[src/rtl/dram_request_arbiter.sv]
// Shares one single-port DRAM among four cores and services one request at a time.
// Define ARB_FIXED_PRIO_EN to replace round robin with fixed priority (core 0 highest).
module dram_request_arbiter #(
    parameter int ADDR_W = 16,
    parameter int DATA_W = 8,
    parameter int RD_LAT = 1
) (
    input  logic                  i_clk,
    input  logic                  i_rst,
    input  logic [3:0]            i_req,
    input  logic [3:0]            i_we,
    input  logic [4*ADDR_W-1:0]   i_addr,
    input  logic [4*DATA_W-1:0]   i_wdata,
    output logic [3:0]            o_ack,
    output logic [DATA_W-1:0]     o_rdata,
    output logic [ADDR_W-1:0]     o_mem_addr,
    output logic [DATA_W-1:0]     o_mem_data,
    output logic                  o_mem_rden,
    output logic                  o_mem_wren,
    input  logic [DATA_W-1:0]     i_mem_q,
    output logic                  o_busy
);

    typedef enum logic [1:0] {IDLE, ISSUE, WAIT, ACK} state_t;

    state_t              state_reg, state_next;
    logic [1:0]          grant_reg, grant_next;
    logic                we_reg, we_next;
    logic [2:0]          cnt_reg, cnt_next;
    logic [3:0]          ack_reg, ack_next;
    logic [DATA_W-1:0]   rdata_reg, rdata_next;
    logic [ADDR_W-1:0]   mem_addr_reg, mem_addr_next;
    logic [DATA_W-1:0]   mem_data_reg, mem_data_next;
    logic                mem_rden_reg, mem_rden_next;
    logic                mem_wren_reg, mem_wren_next;
    logic                busy_reg, busy_next;

    logic [ADDR_W-1:0]   core_addr  [4];
    logic [DATA_W-1:0]   core_wdata [4];
    logic [1:0]          pick;
    logic                pick_valid;

    for (genvar gi = 0; gi < 4; gi++) begin : g_unpack
        assign core_addr[gi]  = i_addr[gi*ADDR_W +: ADDR_W];
        assign core_wdata[gi] = i_wdata[gi*DATA_W +: DATA_W];
    end

`ifdef ARB_FIXED_PRIO_EN
    always_comb begin
        pick       = 2'd0;
        pick_valid = 1'b0;
        for (int k = 3; k >= 0; k--) begin
            if (i_req[k]) begin
                pick       = 2'(k);
                pick_valid = 1'b1;
            end
        end
    end
`else
    logic [1:0] last_grant_reg, last_grant_next;

    // Scan from the farthest successor to the nearest so the nearest one wins.
    always_comb begin
        pick       = 2'd0;
        pick_valid = 1'b0;
        for (int k = 4; k >= 1; k--) begin
            if (i_req[2'(last_grant_reg + 2'(k))]) begin
                pick       = 2'(last_grant_reg + 2'(k));
                pick_valid = 1'b1;
            end
        end
    end

    assign last_grant_next = (state_reg == ACK) ? grant_reg : last_grant_reg;

    always_ff @(posedge i_clk or posedge i_rst) begin
        if (i_rst) begin
            last_grant_reg <= 2'd3;
        end else begin
            last_grant_reg <= last_grant_next;
        end
    end
`endif

    always_comb begin
        state_next    = state_reg;
        grant_next    = grant_reg;
        we_next       = we_reg;
        cnt_next      = cnt_reg;
        ack_next      = 4'b0000;
        rdata_next    = rdata_reg;
        mem_addr_next = mem_addr_reg;
        mem_data_next = mem_data_reg;
        mem_rden_next = 1'b0;
        mem_wren_next = 1'b0;
        case (state_reg)
            IDLE: begin
                // The DRAM address/data registers double as the request latch.
                if (pick_valid) begin
                    grant_next    = pick;
                    we_next       = i_we[pick];
                    mem_addr_next = core_addr[pick];
                    mem_data_next = core_wdata[pick];
                    mem_wren_next = i_we[pick];
                    mem_rden_next = ~i_we[pick];
                    state_next    = ISSUE;
                end
            end
            ISSUE: begin
                if (we_reg) begin
                    ack_next   = 4'(4'b0001 << grant_reg);
                    state_next = ACK;
                end else begin
                    cnt_next   = 3'(RD_LAT);
                    state_next = WAIT;
                end
            end
            WAIT: begin
                if (cnt_reg == 3'd1) begin
                    rdata_next = i_mem_q;
                    ack_next   = 4'(4'b0001 << grant_reg);
                    state_next = ACK;
                end else begin
                    cnt_next = cnt_reg - 3'd1;
                end
            end
            ACK: begin
                state_next = IDLE;
            end
            default: begin
                state_next = IDLE;
            end
        endcase
        busy_next = (state_next != IDLE);
    end

    always_ff @(posedge i_clk or posedge i_rst) begin
        if (i_rst) begin
            state_reg    <= IDLE;
            grant_reg    <= 2'd0;
            we_reg       <= 1'b0;
            cnt_reg      <= 3'd0;
            ack_reg      <= 4'b0000;
            rdata_reg    <= '0;
            mem_addr_reg <= '0;
            mem_data_reg <= '0;
            mem_rden_reg <= 1'b0;
            mem_wren_reg <= 1'b0;
            busy_reg     <= 1'b0;
        end else begin
            state_reg    <= state_next;
            grant_reg    <= grant_next;
            we_reg       <= we_next;
            cnt_reg      <= cnt_next;
            ack_reg      <= ack_next;
            rdata_reg    <= rdata_next;
            mem_addr_reg <= mem_addr_next;
            mem_data_reg <= mem_data_next;
            mem_rden_reg <= mem_rden_next;
            mem_wren_reg <= mem_wren_next;
            busy_reg     <= busy_next;
        end
    end

    assign o_ack      = ack_reg;
    assign o_rdata    = rdata_reg;
    assign o_mem_addr = mem_addr_reg;
    assign o_mem_data = mem_data_reg;
    assign o_mem_rden = mem_rden_reg;
    assign o_mem_wren = mem_wren_reg;
    assign o_busy     = busy_reg;

endmodule

[config.mk]
export PLATFORM = sky130hd
export DESIGN_NAME = dram_request_arbiter
export DESIGN_NICKNAME = d
export VERILOG_FILES = /design/src/rtl/dram_request_arbiter.sv
export SDC_FILE = /design/constraint.sdc
export NUM_CORES = 1
export LEC_CHECK = 0
export CAP_MARGIN = 30
export CORE_ASPECT_RATIO = 0.7
export CORE_MARGIN = 5
export CORE_UTILIZATION = 40
export DETAILED_ROUTE_END_ITERATION = 8
export MAX_ROUTING_LAYER = met4
export PLACE_DENSITY_LB_ADDON = 0.05
export SYNTH_ARGS = -nofsm -noshare
export SYNTH_HDL_FRONTEND = slang
export SYNTH_SLANG_ARGS = --single-unit
[constraint.sdc]
create_clock -name i_clk -period 4.5 [get_ports i_clk]
set_clock_uncertainty 0.2 [all_clocks]
set_input_delay 1.35 -clock i_clk [delete_from_list [all_inputs] [get_ports i_clk]]
set_output_delay 1.35 -clock i_clk [all_outputs]
set_load 0.01 [all_outputs]
==> out/qor.yml <==
clocking:
  clk_latency_ns: 0.30
  clk_pin_slew_ns: 0.09
  clock_tree.root_cell: "clkbuf_8"
  numCtsBuffers: 5
  cts_setup_buffers: 0
  cts_hold_buf: 0
  clock-sinks: 49
  cts_tree: "done"
  ctsHtreeMaxLevel: 2
  post_cts_resized: 0
  clock_path_buffers: 2
floorplanning:
  core-area_sq_um: 6790
  ios: 153
  num_rows: 25
  dieWidth_um: 110
  die_h_um: 80.2
  dieArea_sq_um: 8850
  start_util: 0.415
worst_hold_path:
  min_path_cells: 2
  hold_path.class: "flop to flop"
power_and_ir_drop:
  power.leakage_nw: 1.91
  power_w: 0.00240
  irDropWorstVdd_uv: 242
  powerDensity_nw_per_um2: 529
finish:
  fin_nets: 545
  area_growth_pct: 60.6
  multi_input_area_sq_um: 1470
  largest_register_ffs: 16
  seqCellArea_sq_um: 1230
  fill_cells: 551
  diodes: 0
  fin_area_sq_um: 4520
  drive_gt1_frac: 0.0775
global_route:
  overflow: 0
  first_global_vias: 2746
  grt_max_degree: 38
  grt_antenna_before_repair: 0
  grtUsageTotal: 0.204
  grt_first_pass_wirelength_um: 13600
timing:
  fin_crit_sh: 0.778
  slew_violations: 0
  min_period_ns: 3.50
  fmax_ghz: 0.286
  slew_headroom: 0.640
  setup_viol: 0
  hold_viol: 0
  worst_slack_ns: 0.998
  grt_setup_unrepaired: "no"
  worst_pin_slew_ns: 0.537
  hold_slack_ns: 0.298
  fin_tns_setup_ns: 0
logic_synthesis:
  yosysMostFrequentCell: "dfrtp_1"
  avgSynthCellArea_sq_um: 10.1
  synth_cell_type_count: 39
  ys_warn_count: 0
  syn_inst: 278
  synth_area_leader_cell: "dfrtp_1"
  syn_nets: 398
  netlist.area_leader.share: 0.418
  yosys_register_bits: 49
  synth_enable_flop_cells: 0
  synth.area.top_cells: "dfrtp_1 (42%), mux2i_1 (8.9%), a21boi_0 (5.6%)"
  ys_seq_area_frac: 0.436
  async_flop_share: 1.00
  synth_commonest_cells: "dfrtp_1 (47), nand2_1 (32), mux2i_1 (25)"
  syn_area_sq_um: 2820
  synth_flop_cell: "dfrtp_1"
route:
  dr.pass1.iters: 4
  drt-total-wl_um: 8660
  viasPerCell: 5.18
  wire_per_inst_um: 16.7
  antenna_left: 0
  drc: 0
  dr_total_vias: 2696
  first_iter_violations: 107
placed_design:
  post_dp_cell_area_sq_um: 4420
  port_buffers: 152
  dp_slack_ns: 0.687
  place_hpwl_um: 6690
  gp_congestion: 0.792
worst_setup_path:
  crit_required_ns: 4.51
  crit_path_end_kind: "flop"
  reg2reg_depth: 5
  critPathLaunchType: "primary input"
  crit_type: "primary input to flop"
  cp_max_fo: 16
  cp_data_arrival_time_ns: 3.51
run_status:
  status: "completed"
job:
  maxCapViolCount: 0
report_power, final:
group / internal [W] / total (W) / switching (W)
sequential: 0.000653 / 0.000771 / 0.000117
combinational: 0.000696 / 0.00133 / 0.000632
clock: 0.000142 / 0.000296 / 0.000154
total: 0.00149 / 0.00240 / 0.000904
final timing paths:
path / startpoint / endpoint / slack (ns)
worst min register to register: cnt_reg[1] / cnt_reg[1] / 0.30
max in group asynchronous: i_rst / o_mem_addr[13] / 2.37
worst max register to register: last_grant_reg[1] / we_reg / 2.06
worst min-delay path: cnt_reg[1] / cnt_reg[1] / 0.30
min in group asynchronous: i_rst / o_rdata[6] / 1.20
worst max-delay path: i_req[3] / o_mem_addr[8] / 1.0
critical path, stage by stage:
cell	delay, ns
clkdlybuf4s50_1	0.64
nand2_1	0.09
a31oi_1	0.45
nand3_1	0.43
buf_4	0.35
o211ai_1	0.20
through the flow:
stage	cells	utilization
2_1_floorplan	278	-
3_3_place_gp	511	0.648
3_5_place_dp	512	0.651
4_1_cts	520	0.667
5_1_grt	520	0.667
6_report	520	0.667
layer usage:
layer | routed length, um | track usage
met1 | 3860 | 0.268
met2 | 3860 | 0.309
met3 | 813 | 0.0659
met4 | 136 | 0.0492
met5 | 0 | -
cell families (layout without fill, tap and decap cells):
family / after synthesis / after routing / share of synthesized area
compound gates: 89 / 89 / 0.226
mux: 35 / 35 / 0.130
fa+ha+maj: 6 / 6 / 0.0267
simple gates: 75 / 75 / 0.135
flops: 49 / 49 / 0.436
buf+inv: 24 / 172 / 0.0466
layout make-up:
type / instances / share of cell area
sequential: 49 / 0.272
clock inverter: 1 / 0.00194
multi-input combinational: 205 / 0.325
timing repair buffer: 158 / 0.349
inverter: 6 / 0.00498
clock buffer: 7 / 0.0213
tap: 94 / 0.0260
layout by cell type (no fill, tap or decap), types with 2 or more instances in the layout:
cell type,n
clkdlybuf4s50_1,152
a211oi_1,12
nor3_1,2
buf_4,5
nor3b_1,2
o21ai_1,5
inv_1,5
a311oi_1,2
dfrtp_1,47
nor2_1,7
clkbuf_8,7
dfstp_2,2
o211ai_1,19
mux2i_1,25
ha_1,6
a21boi_0,21
nand2_1,32
o21ai_0,20
and3_1,24
mux2_2,9
o21a_1,2
(Power assumes the default switching activity.)
